### src/rtl/alu_multicycle.sv
// -----------------------------------------------------------------------------
// alu_multicycle
//
// Purpose:
//   Handshaked ALU. Single-cycle operations (ADD..AND) and illegal opcodes
//   complete one cycle after acceptance. With the ALU_MULDIV_EN macro defined,
//   MUL/MULHU/DIVU/REMU run on an iterative one-bit-per-cycle datapath
//   (shift-add multiply, restoring divide) for exactly XLEN cycles.
//   Without ALU_MULDIV_EN those four opcodes are reported as illegal and the
//   BUSY state and iteration datapath do not exist.
//
// Configuration macro: ALU_MULDIV_EN
//
// Parameters:
//   XLEN       operand/result width (8..64, power of two)
//
// Ports:
//   clk        clock, rising edge
//   rst        asynchronous active-high reset
//   in_valid   request present on op/a/b
//   in_ready   block accepts a request this cycle (IDLE only)
//   op         4-bit operation code
//   a, b       operands, sampled on accept
//   out_valid  result/zero/err hold a completed operation
//   out_ready  consumer takes the result this cycle
//   result     registered result
//   zero       result == 0
//   err        illegal opcode
// -----------------------------------------------------------------------------
module alu_multicycle #(
    parameter int XLEN = 32
) (
    input  logic            clk,
    input  logic            rst,
    input  logic            in_valid,
    output logic            in_ready,
    input  logic [3:0]      op,
    input  logic [XLEN-1:0] a,
    input  logic [XLEN-1:0] b,
    output logic            out_valid,
    input  logic            out_ready,
    output logic [XLEN-1:0] result,
    output logic            zero,
    output logic            err
);

    localparam int SHW = $clog2(XLEN);
    localparam logic [XLEN-1:0] ZERO_W = {XLEN{1'b0}};
    localparam logic [XLEN-1:0] ONE_W  = {{(XLEN-1){1'b0}}, 1'b1};

`ifdef ALU_MULDIV_EN
    typedef enum logic [1:0] {
        S_IDLE = 2'd0,
        S_BUSY = 2'd1,
        S_DONE = 2'd2
    } state_t;
`else
    typedef enum logic [1:0] {
        S_IDLE = 2'd0,
        S_DONE = 2'd2
    } state_t;
`endif

    state_t          state_r;
    state_t          state_nx_s;
    logic            in_ready_r;
    logic            out_valid_r;
    logic [XLEN-1:0] result_r;
    logic            zero_r;
    logic            err_r;

    logic            accept_s;
    logic            muldiv_op_s;
    logic            illegal_s;
    logic [XLEN-1:0] alu_res_s;
    logic            load_s;
    logic [XLEN-1:0] load_val_s;
    logic            load_err_s;

    // Single-cycle operations; anything not listed (including the
    // multiply/divide codes, which never use this path) yields zero.
    function automatic logic [XLEN-1:0] alu_calc(
        input logic [3:0]      f_op,
        input logic [XLEN-1:0] x,
        input logic [XLEN-1:0] y
    );
        logic [SHW-1:0] sh;
        sh = y[SHW-1:0];
        case (f_op)
            4'd0:    alu_calc = x + y;
            4'd1:    alu_calc = x - y;
            4'd2:    alu_calc = ($signed(x) < $signed(y)) ? ONE_W : ZERO_W;
            4'd3:    alu_calc = x << sh;
            4'd4:    alu_calc = (x < y) ? ONE_W : ZERO_W;
            4'd5:    alu_calc = x ^ y;
            4'd6:    alu_calc = x >> sh;
            4'd7:    alu_calc = $unsigned($signed(x) >>> sh);
            4'd8:    alu_calc = x | y;
            4'd9:    alu_calc = x & y;
            default: alu_calc = ZERO_W;
        endcase
    endfunction

    assign in_ready  = in_ready_r;
    assign out_valid = out_valid_r;
    assign result    = result_r;
    assign zero      = zero_r;
    assign err       = err_r;

    // in_ready_r is high exactly when the FSM sits in IDLE.
    assign accept_s  = in_valid && in_ready_r;
    assign alu_res_s = alu_calc(op, a, b);

`ifdef ALU_MULDIV_EN
    localparam int CNTW = $clog2(XLEN) + 1;
    localparam logic [CNTW-1:0] CNT_LAST = CNTW'(XLEN - 1);
    localparam logic [CNTW-1:0] CNT_ONE  = {{(CNTW-1){1'b0}}, 1'b1};

    logic [CNTW-1:0] cnt_r;
    logic            is_div_r;
    logic            take_hi_r;
    logic [XLEN-1:0] opnd_r;
    logic [XLEN-1:0] hi_r;
    logic [XLEN-1:0] lo_r;
    logic [XLEN:0]   mul_sum_s;
    logic [XLEN:0]   div_shift_s;
    logic [XLEN+1:0] div_diff_s;
    logic [XLEN-1:0] hi_nx_s;
    logic [XLEN-1:0] lo_nx_s;
    logic [XLEN-1:0] iter_res_s;
    logic            finish_s;

    assign muldiv_op_s = (op >= 4'd10) && (op <= 4'd13);
    assign illegal_s   = (op >= 4'd14);
    assign finish_s    = (state_r == S_BUSY) && (cnt_r == CNT_LAST);

    // One iteration step. hi:lo is the product accumulator (multiply) or
    // remainder:quotient (divide). The divide subtraction is one bit wider
    // than the shifted remainder so a zero divisor never looks negative;
    // that makes b==0 naturally give quotient all-ones and remainder a.
    always_comb begin
        mul_sum_s   = {1'b0, hi_r} + {1'b0, opnd_r};
        div_shift_s = {hi_r, lo_r[XLEN-1]};
        div_diff_s  = {1'b0, div_shift_s} - {2'b00, opnd_r};
        hi_nx_s     = hi_r;
        lo_nx_s     = lo_r;
        if (is_div_r) begin
            if (div_diff_s[XLEN+1]) begin
                hi_nx_s = div_shift_s[XLEN-1:0];
                lo_nx_s = {lo_r[XLEN-2:0], 1'b0};
            end else begin
                hi_nx_s = div_diff_s[XLEN-1:0];
                lo_nx_s = {lo_r[XLEN-2:0], 1'b1};
            end
        end else begin
            if (lo_r[0]) begin
                hi_nx_s = mul_sum_s[XLEN:1];
                lo_nx_s = {mul_sum_s[0], lo_r[XLEN-1:1]};
            end else begin
                hi_nx_s = {1'b0, hi_r[XLEN-1:1]};
                lo_nx_s = {hi_r[0], lo_r[XLEN-1:1]};
            end
        end
        iter_res_s = take_hi_r ? hi_nx_s : lo_nx_s;
    end

    // Iteration registers: seeded on accept, stepped once per BUSY cycle.
    // op[2] separates divide (12,13) from multiply (10,11); op[0] picks the
    // high half (MULHU product high / REMU remainder).
    always_ff @(posedge clk or posedge rst) begin
        if (rst) begin
            cnt_r     <= {CNTW{1'b0}};
            is_div_r  <= 1'b0;
            take_hi_r <= 1'b0;
            opnd_r    <= ZERO_W;
            hi_r      <= ZERO_W;
            lo_r      <= ZERO_W;
        end else if (accept_s) begin
            cnt_r     <= {CNTW{1'b0}};
            is_div_r  <= op[2];
            take_hi_r <= op[0];
            hi_r      <= ZERO_W;
            lo_r      <= op[2] ? a : b;
            opnd_r    <= op[2] ? b : a;
        end else if (state_r == S_BUSY) begin
            cnt_r     <= cnt_r + CNT_ONE;
            hi_r      <= hi_nx_s;
            lo_r      <= lo_nx_s;
        end
    end
`else
    assign muldiv_op_s = 1'b0;
    assign illegal_s   = (op >= 4'd10);
`endif

    // Next-state logic.
    always_comb begin
        state_nx_s = state_r;
        case (state_r)
            S_IDLE: begin
                if (accept_s) begin
`ifdef ALU_MULDIV_EN
                    if (muldiv_op_s) begin
                        state_nx_s = S_BUSY;
                    end else begin
                        state_nx_s = S_DONE;
                    end
`else
                    state_nx_s = S_DONE;
`endif
                end else begin
                    state_nx_s = S_IDLE;
                end
            end
`ifdef ALU_MULDIV_EN
            S_BUSY: begin
                if (cnt_r == CNT_LAST) begin
                    state_nx_s = S_DONE;
                end else begin
                    state_nx_s = S_BUSY;
                end
            end
`endif
            S_DONE: begin
                if (out_ready) begin
                    state_nx_s = S_IDLE;
                end else begin
                    state_nx_s = S_DONE;
                end
            end
            default: state_nx_s = S_IDLE;
        endcase
    end

    // Select what, if anything, is written into the output registers.
    always_comb begin
        load_s     = 1'b0;
        load_val_s = alu_res_s;
        load_err_s = illegal_s;
        if (accept_s && !muldiv_op_s) begin
            load_s = 1'b1;
        end else begin
`ifdef ALU_MULDIV_EN
            if (finish_s) begin
                load_s     = 1'b1;
                load_val_s = iter_res_s;
                load_err_s = 1'b0;
            end else begin
                load_s = 1'b0;
            end
`else
            load_s = 1'b0;
`endif
        end
    end

    // State register plus handshake flags registered from the next state.
    always_ff @(posedge clk or posedge rst) begin
        if (rst) begin
            state_r     <= S_IDLE;
            in_ready_r  <= 1'b1;
            out_valid_r <= 1'b0;
        end else begin
            state_r     <= state_nx_s;
            in_ready_r  <= (state_nx_s == S_IDLE);
            out_valid_r <= (state_nx_s == S_DONE);
        end
    end

    // Output registers; they hold their value through DONE backpressure.
    always_ff @(posedge clk or posedge rst) begin
        if (rst) begin
            result_r <= ZERO_W;
            zero_r   <= 1'b0;
            err_r    <= 1'b0;
        end else if (load_s) begin
            result_r <= load_val_s;
            zero_r   <= (load_val_s == ZERO_W);
            err_r    <= load_err_s;
        end
    end

endmodule

### config.mk
export PLATFORM = sky130hd
export DESIGN_NAME = alu_multicycle
export DESIGN_NICKNAME = d
export VERILOG_FILES = /design/src/rtl/alu_multicycle.sv
export SDC_FILE = /design/constraint.sdc
export NUM_CORES = 1
export LEC_CHECK = 0
export ABC_AREA = 1
export BUFFER_PORTS_ARGS = -buffer_cell sky130_fd_sc_hd__buf_2
export CAP_MARGIN = 40
export CORE_ASPECT_RATIO = 1.75
export CORE_UTILIZATION = 35
export CTS_CLUSTER_SIZE = 10
export DETAILED_ROUTE_END_ITERATION = 8
export HOLD_SLACK_MARGIN = 0.1
export PLACE_DENSITY_LB_ADDON = 0.12
export RECOVER_POWER = 50
export SLEW_MARGIN = 20
export SYNTH_ARGS = -nofsm -noshare
export SYNTH_HDL_FRONTEND = slang
export SYNTH_SLANG_ARGS = --single-unit
### constraint.sdc
create_clock -name clk -period 1.76 [get_ports clk]
set_input_delay 0 -clock clk [delete_from_list [all_inputs] [get_ports clk]]
set_output_delay 0 -clock clk [all_outputs]
set_load 0.005 [all_outputs]
==> impl_metrics.ini, run 1 <==
[outcome]
status = complete, but fails checks
violations = setup timing

[placed_design]
routabilityCongestion = 1.03
place_ws_ns = -0.888
port_buffers = 107
dp.cells = 3161
hpwlAfterDp_um = 56500
dpl-instance-area_um2 = 16400

[synthesis]
synth-edff-count = 0
synth_adder_area_share = 0.113
synth_flop_cell = dfrtp_1
synth_top_area_frac = 0.241
syn_avg_cell_area_um2 = 5.21
netlist_area_um2 = 11300
synth.area.mux_share = 0
synth_top_family_by_area = simple AND/OR/NAND/NOR gates
synth_area_leaders = nand2_1 (24%), nand3_1 (18%), ha_1 (11%)
yosys_warnings = 0
synth.distinct_cells = 49
ys_ff_latch = 36
yosysTopAreaCell = nand2_1
synthTopCellsByCount = nand2_1 (723), nand3_1 (399), inv_1 (230)
yosysMostFrequentCell = nand2_1
netlist_instances = 2165
synth_nets = 2338
synth_compound_area_frac = 0.125
synth-async-reset-ratio = 1.00
yosys.area_share.simple = 0.551
synth-xor-area-share = 0
yosysSeqAreaShare = 0.0800

[power]
swShare = 0.489
switchingPower_mw = 4.35
ir_drop_mv = 0.677
p_leak_nw = 10.5
clkPwrFrac = 0.098
p_seq_frac = 0.137
p_int_mw = 4.54
combPwrFrac = 0.765
power_density_nw_per_um2 = 440

[final_layout]
fill_cells = 3060
stdcell_count = 3223
areaGrowthSynthToFinish_pct = 79.0
drive_above_1_share = 0.491
fin_nets = 2997
design_area_um2 = 20200

[drt]
met2_length_um = 33400
drtIter0Drc = 1250
wl_per_cell_um = 21.7
viasPerCell = 5.50
wl_met1_um = 25200
postRouteAntennaNets = 0
drcViolationCount = 0
routed_wl_um = 69800
num_vias = 17700
firstDrtPassIters = 6
highest_layer = met4
met3_length_um = 3970

[global_routing]
grt_pass1_vias = 17400
antenna_found_initial = 1
grt_usage = 0.414
grt-ovfl-total = 0
grt_pass1_wl_um = 99300
grt_max_degree = 47

[sta]
setup_viol = 18
slew_headroom = 0.382
fin_skew_ns = 0.00345
drv_slew = 0
max_freq_ghz = 0.486
hold_slack_ns = 0.121
hold_viol_final = 0
fin_crit_sh = 1.17
fin_ws_ns = -0.297
worst_pin_slew_ns = 0.928
rsz0062_at_grt = yes
fin_crit_ns = 2.06

[worst_setup_path]
cp-endpoint = zero
r2r_cells = 4
r2r-start = in_ready
path_max_fanout = 3
path_class = in2reg
rr_endpoint = result[29]
cp.arrival_ns = 2.27
r2r_slack_ns = 0.17
required_ns = 1.98
crit_start = a[0]
cp-start-kind = input pin
cp-end-kind = flip-flop

[cts]
cts_tree = built
cts_root_buffer = clkbuf_16
clk_pin_slew_ns = 0.06
cts_htree_levels = 2
clock_latency_ns = 0.28
clock_sinks = 36
clock_path_buffers = 2
cts_buffers = 5

[floorplanning]
die_area_um2 = 33000
rows = 86
die_x_um = 138
num_io_pins = 108
core_area_um2 = 31600
initial_core_util = 0.356
die_height_um = 239

[worst_hold_path]
min_path_type = in2reg

[run]
maxCapViolations = 0
==> per-stage QoR <==
stage,setup TNS (ns),util,power (mW)
floorplan,-0.991,-,3.70
global placement,-19.28,0.519,6.49
detailed placement,-19.76,0.519,6.52
CTS,-1.73,0.582,8.09
global route,-4.24,0.638,9.40
finish,-2.02,0.638,8.88
==> power groups by stage <==
stage	Combinational, mW	Sequential [mW]	Clock [mW]
floorplan	2.46	1.24	0
global placement	5.26	1.22	0
detailed placement	5.29	1.23	0
CTS	5.99	1.22	0.878
global route	7.24	1.25	0.909
finish	6.80	1.22	0.868
==> what timing repair did <==
action,in CTS,in global routing
cloned,3,1
hold buffers,2,0
buffers inserted,22,30
endpoints found under the hold margin,37,0
gates resized for setup,437,433
pin swaps,102,168
setup endpoints to repair,33,33
==> layout make-up <==
cell class / instances / area, um^2 / area share
clock buffers: 5 / 125 / 0.00620
clock inverters: 3 / 18.8 / 0.000930
diodes: 2 / 5.00 / 0.000248
repair buffers: 749 / 5950 / 0.295
inverters: 240 / 977 / 0.0484
flip-flops and latches: 36 / 902 / 0.0447
well taps: 396 / 495 / 0.0246
multi-input cells: 1792 / 11700 / 0.580
==> flip-flops by register name (all words and copies together), names as in the netlist <==
register / cells
out_valid: 1
result: 32
err: 1
zero: 1
in_ready: 1
==> worst min path at each step <==
| stage | start | to | slack [ns] | cells after the start |
|---|---|---|---|---|
| final | in_valid | result[19] | 0.12 | 4 |
| after global placement | rst | out_valid | 0.12 | 3 |
| after floorplan | op[3] | err | 0.15 | 2 |
| after detailed placement | rst | out_valid | 0.13 | 3 |
| after global routing | in_valid | result[19] | 0.15 | 4 |
| after CTS | in_valid | result[19] | 0.12 | 4 |
==> critical path: stages <==
cell and delay [ns]:
buf_8 0.10, buf_6 0.11, ha_4 0.15, inv_2 0.06, fa_2 0.20, inv_2 0.05
nand3_2 0.10, nand3_4 0.10, nand2_2 0.09, nand2_2 0.06, buf_4 0.13, a21oi_2 0.11
nand2_1 0.07, nor2_2 0.11, nand3b_1 0.12, nor2_1 0.14, nand2_2 0.11, nor2_4 0.15
nand3_2 0.07, nor2_1 0.09, nand3_1 0.07, nand2_1 0.05
==> cells by family (layout without fill, tap and decap cells) <==
| logic type | Yosys count | in the layout |
|---|---|---|
| buf+inv | 337 | 997 |
| simple gates | 1446 | 1446 |
| flops | 36 | 36 |
| other cells | 0 | 2 |
| fa+ha+maj | 101 | 101 |
| compound gates | 245 | 245 |
==> routing by layer <==
layer,vias up,track usage
met1,8253,0.444
met3,323,0.0563
met5,-,0
li1,8384,-
met4,0,0.324
met2,767,0.716
==> layout by cell type (no fill, tap or decap), drive strengths merged <==
cell type      n
o311ai         1
nand2        750
a31oi          4
or2            2
o22ai         15
dfstp          1
o21bai        15
nand3b         7
a221oi         4
clkbuf        11
a21boi         1
dfrtp         35
nor4           1
nor2         226
nand4         30
bufbuf         1
o31ai          2
diode          2
clkinv         4
fa             2
and2           5
o211ai        11
dlygate4sd3    2
ha            99
and3           2
nor3          22
buf          740
a21o           3
a211oi         5
o221ai         1
o2111ai        1
a22oi          1
o21ai         74
nand3        401
inv          239
a21oi        107
(Power assumes the default switching activity.)
==> inputs of run 2 (changes only) <==
==> constraint.sdc (replaced) <==
create_clock -name clk -period 2.1 [get_ports clk]
set_input_delay 0 -clock clk [delete_from_list [all_inputs] [get_ports clk]]
set_output_delay 0 -clock clk [all_outputs]
set_load 0.005 [all_outputs]
==> impl_metrics.ini, run 2 (same netlist as run 1, synthesis figures left out) <==
[worst_hold_path]
min_path_type = in2reg

[final_layout]
layout.cells.most_common = nand2_1
fill_cells = 3395
mostFrequentLayoutCells = nand2_1 (658), buf_4 (556), nand3_1 (370)
drive_above_1_share = 0.353
final_core_util = 0.567
largest_reg_flops = 32
design_area_um2 = 17900
areaGrowthSynthToFinish_pct = 58.9
fin_nets = 2950
num_antenna_cells = 0

[worst_setup_path]
cp_slowest_cell = ha_4
cp.arrival_ns = 2.47
cp-start-kind = input pin
path_cells = buf_2 > inv_2 > ha_4 > buf_4 > nor2_4 > nand2_1 > nor2_1 > nand2_1 > nand3_4 > nand2_1 > nand3_1 > nand3_1 > nor2_4 > nand2_2 > nor2_4 > nand3_1 > nor2_1 > nand3_1 > nand2_1
required_ns = 2.33
crit_buf_inv = 3
slowest_delay_ns = 0.25
path_class = in2reg
crit_family = simple AND/OR/NAND/NOR gates
cp-end-kind = flip-flop
path_max_fanout = 6

[floorplanning]
initial_core_util = 0.356
rows = 86
die_x_um = 138
die_height_um = 239
core_area_um2 = 31600
die_area_um2 = 33000
num_io_pins = 108

[global_routing]
grt_max_degree = 56
grt_pass1_vias = 16900
grt_busiest_layer = met2
grt-ovfl-total = 0
grt_usage = 0.408
grt_pass1_wl_um = 97500
met1_usage = 0.410
gr-usage-met2 = 0.721
grt_use_met3 = 0.0677
antenna_found_initial = 0

[sta]
setup_viol = 1
fin_crit_sh = 1.07
fin_ws_ns = -0.140
fin_skew_ns = 0.00727
rsz0062_at_grt = yes
slew_headroom = 0.385
fin_crit_ns = 2.24
final.setup.tns_ns = -0.140
drv_slew = 0
max_freq_ghz = 0.446
worst_pin_slew_ns = 0.922
hold_viol_final = 0

[placed_design]
place_ws_ns = -0.923
hpwlAfterDp_um = 57100
routabilityCongestion = 1.05
port_buffers = 107
dpl-instance-area_um2 = 16300

[drt]
drcViolationCount = 0
viasPerCell = 5.44
firstDrtPassIters = 6
num_vias = 17300
drtIter0Drc = 1250
routed_wl_um = 68100
postRouteAntennaNets = 0
wl_per_cell_um = 21.5

[cts]
cts_root_buffer = clkbuf_16
clock_latency_ns = 0.29
cts_tree = built
clk_pin_slew_ns = 0.06
clock_path_buffers = 2
cts_htree_levels = 2
clock_sinks = 36
cts_buffers = 5

[power]
total_power_mw = 6.84
power_density_nw_per_um2 = 382
p_leak_nw = 9.71
ir_drop_mv = 0.645

[outcome]
violations = setup timing
status = complete, but fails checks

[run]
maxCapViolations = 0
run 2: changes by cell type in the layout (fill, tap and decap cells not counted), sizes merged:
cell and delta:
buf -70, bufinv +1, clkbuf +23, clkinv -2, clkinvlp +1, diode -2
run 2: worst paths after layout:
check,start,end,slack (ns),depth (start not counted)
max,a[8],zero,-0.14,19
min,in_valid,zero,0.21,4
max reg2reg,in_ready,zero,0.55,8
min reg2reg,result[0],result[0],0.47,1
max in group asynchronous,rst,out_valid,0.99,4
min in group asynchronous,rst,result[29],0.53,4
run 2: metrics by stage:
step                      instances  hold WS (ns)
final                          3174         0.210
after global routing           3174         0.244
after CTS                      3161         0.207
after detailed placement       3141         0.130
after global placement         3141         0.121
after floorplan                2165         0.154
run 2: report_power, final:
group	switching (mW)	total, mW	leakage, nW	internal, mW
Combinational	2.87	4.97	9.16	2.09
Clock	0.304	0.861	0.0798	0.557
Sequential	0.110	1.01	0.471	0.905
Total	3.29	6.84	9.71	3.56
run 2: cell type report:
| cell class | instances | area [um^2] | share of cell area |
|---|---|---|---|
| Clock buffer | 5 | 125 | 0.00698 |
| Clock inverter | 3 | 42.5 | 0.00237 |
| Inverter | 240 | 918 | 0.0512 |
| Multi-Input combinational cell | 1792 | 10100 | 0.562 |
| Sequential cell | 36 | 902 | 0.0503 |
| Tap cell | 396 | 495 | 0.0276 |
| Timing Repair Buffer | 702 | 5370 | 0.300 |
run 2: per-layer routing:
metal / part of all wire / vias up
met5: 0 / -
met4: 0.099 / 0
met3: 0.056 / 291
met2: 0.50 / 707
met1: 0.35 / 7996
li1: - / 8274
run 2: worst register-to-register path: stages (launching register included):
cell and delay (ns):
dfstp_2 0.53, nand2_1 0.21, nor2_2 0.19, nand2_1 0.08
nor2_2 0.12, nand3_1 0.10, nor2_1 0.12, nand3_1 0.09
nand2_1 0.06
run 2: what timing repair did:
action | in CTS | in global routing
endpoints found under the hold margin | 37 | 0
gates cloned | 1 | 1
pin swaps | 33 | 72
gates resized for setup | 126 | 206
setup buffers | 9 | 13
hold buffers | 2 | 0
setup endpoints to repair | 21 | 21
==> inputs of run 3 (changes only) <==
--- a/config.mk
+++ b/config.mk
@@ -8,7 +8,7 @@
 export ABC_AREA = 1
 export BUFFER_PORTS_ARGS = -buffer_cell sky130_fd_sc_hd__buf_2
 export CAP_MARGIN = 40
-export CORE_ASPECT_RATIO = 1.75
+export CORE_ASPECT_RATIO = 1.5
 export CORE_UTILIZATION = 35
 export CTS_CLUSTER_SIZE = 10
 export DETAILED_ROUTE_END_ITERATION = 8
==> impl_metrics.ini, run 3 (same netlist as run 1, synthesis figures left out) <==
[final_layout]
fill_cells = 3364
num_antenna_cells = 0
layout.cells.most_common = nand2_1
fin_nets = 2961
mostFrequentLayoutCells = nand2_1 (647), buf_4 (580), nand3_1 (368)
areaGrowthSynthToFinish_pct = 59.8
largest_reg_flops = 32
stdcell_count = 3199
drive_above_1_share = 0.376

[worst_setup_path]
cp-endpoint = zero
path_cells = buf_2 > inv_1 > nand2_1 > nor2_2 > buf_4 > nand2_1 > o21ai_0 > nor2_1 > o21ai_1 > nor2_1 > and3_2 > nand3_2 > nor2_1 > nand2_1 > nor2_1 > nand3_1 > nand2_1
rr_endpoint = result[1]
path_class = in2reg
crit_start = op[2]
cp-start-kind = input pin
cp-end-kind = flip-flop
cp.arrival_ns = 2.29
cp_slowest_cell = nor2_2
required_ns = 2.28
r2r_cells = 5
r2r_slack_ns = 0.39
r2r-start = in_ready
path_max_fanout = 8
slowest_delay_ns = 0.59

[placed_design]
port_buffers = 107
hpwlAfterDp_um = 55300
dp.cells = 3167
place_ws_ns = -0.673
routabilityCongestion = 1.02

[power]
total_power_mw = 6.69
p_leak_nw = 9.78
ir_drop_mv = 0.310
power_density_nw_per_um2 = 371

[sta]
worst_pin_slew_ns = 0.917
fin_crit_ns = 2.12
rsz0062_at_grt = yes
slew_headroom = 0.389
fin_skew_ns = 0.00642
drv_slew = 0
fin_ws_ns = -0.0172
max_freq_ghz = 0.472
fin_crit_sh = 1.01
hold_viol_final = 0
setup_viol = 1

[floorplanning]
die_area_um2 = 33000
die_height_um = 222
die_x_um = 149
rows = 80
num_io_pins = 108
core_area_um2 = 31700
initial_core_util = 0.355

[drt]
routed_wl_um = 65300
drtIter0Drc = 1144
num_vias = 17200
viasPerCell = 5.38
wl_per_cell_um = 20.4
firstDrtPassIters = 5
postRouteAntennaNets = 0
drcViolationCount = 0

[cts]
clock_path_buffers = 2
clock_latency_ns = 0.28
cts_htree_levels = 2
cts_tree = built
cts_root_buffer = clkbuf_16
cts_buffers = 5
clock_sinks = 36
clk_pin_slew_ns = 0.06

[run]
maxCapViolations = 0

[global_routing]
grt-ovfl-total = 0
grt_pass1_wl_um = 96300
grt_pass1_vias = 17000
grt_max_degree = 73
antenna_found_initial = 0
grt_usage = 0.389

[outcome]
status = complete, but fails checks
violations = setup timing

[worst_hold_path]
min_path_type = in2reg
==> run 3: changes by cell type in the layout (fill, tap and decap cells not counted), moves of 14 or more <==
| cell | previous run | this run |
|---|---|---|
| buf_4 | 556 | 580 |
| buf_2 | 77 | 94 |
| inv_1 | 210 | 194 |
| inv_2 | 25 | 40 |
| clkbuf_1 | 24 | 10 |
==> run 3: per-layer routing <==
| layer | wire length, um | global-route usage |
|---|---|---|
| met1 | 26000 | 0.461 |
| met2 | 32300 | 0.684 |
| met3 | 3030 | 0.0346 |
| met4 | 3950 | 0.205 |
| met5 | 0 | 0 |
==> run 3: metrics by stage <==
stage / hold WS (ns) / TNS [ns] / util / cell area (um^2)
final: 0.211 / -0.0172 / 0.568 / 18000
after CTS: 0.216 / -0.0473 / 0.533 / 16900
after detailed placement: 0.134 / -8.91 / 0.517 / 16400
after global routing: 0.215 / -0.152 / 0.568 / 18000
after floorplan: 0.154 / 0 / - / 11400
after global placement: 0.121 / -8.01 / 0.517 / 16400
==> run 3: repair_timing <==
action / in CTS / in global routing
hold buffers: 2 / 0
pin swaps: 7 / 103
buffers inserted: 1 / 21
endpoints found under the hold margin: 37 / 0
setup endpoints to repair: 14 / 19
resized for setup: 88 / 293
==> run 3: critical path: cells and delay by family <==
| family | cells | cell delay, ns |
|---|---|---|
| AOI/OAI and AO/OA | 2 | 0.18 |
| and+or+nand+nor | 12 | 1.58 |
| buffers and inverters | 3 | 0.51 |
==> run 3: power by group <==
part / total [mW] / internal (mW) / switching, mW / leakage (nW)
Sequential: 1.03 / 0.905 / 0.120 / 0.471
Clock: 0.725 / 0.443 / 0.283 / 0.0681
Combinational: 4.93 / 2.12 / 2.81 / 9.24
==> run 3: how the worst min path moves through the flow <==
stage	start	endpoint	slack [ns]	cells after the start
floorplan	op[3]	err	0.15	2
global placement	rst	result[31]	0.12	3
detailed placement	rst	result[26]	0.13	3
CTS	in_valid	result[1]	0.22	5
global route	op[3]	err	0.22	3
finish	in_valid	result[1]	0.21	5
==> run 3: layout make-up <==
cell class / instances / area [um^2] / area share
Multi-Input combinational cell: 1792 / 10200 / 0.565
Timing Repair Buffer: 713 / 5360 / 0.297
Inverter: 240 / 916 / 0.0508
Sequential cell: 36 / 902 / 0.0501
Tap cell: 410 / 513 / 0.0285
Clock buffer: 7 / 133 / 0.00736
Clock inverter: 1 / 8.76 / 0.000486
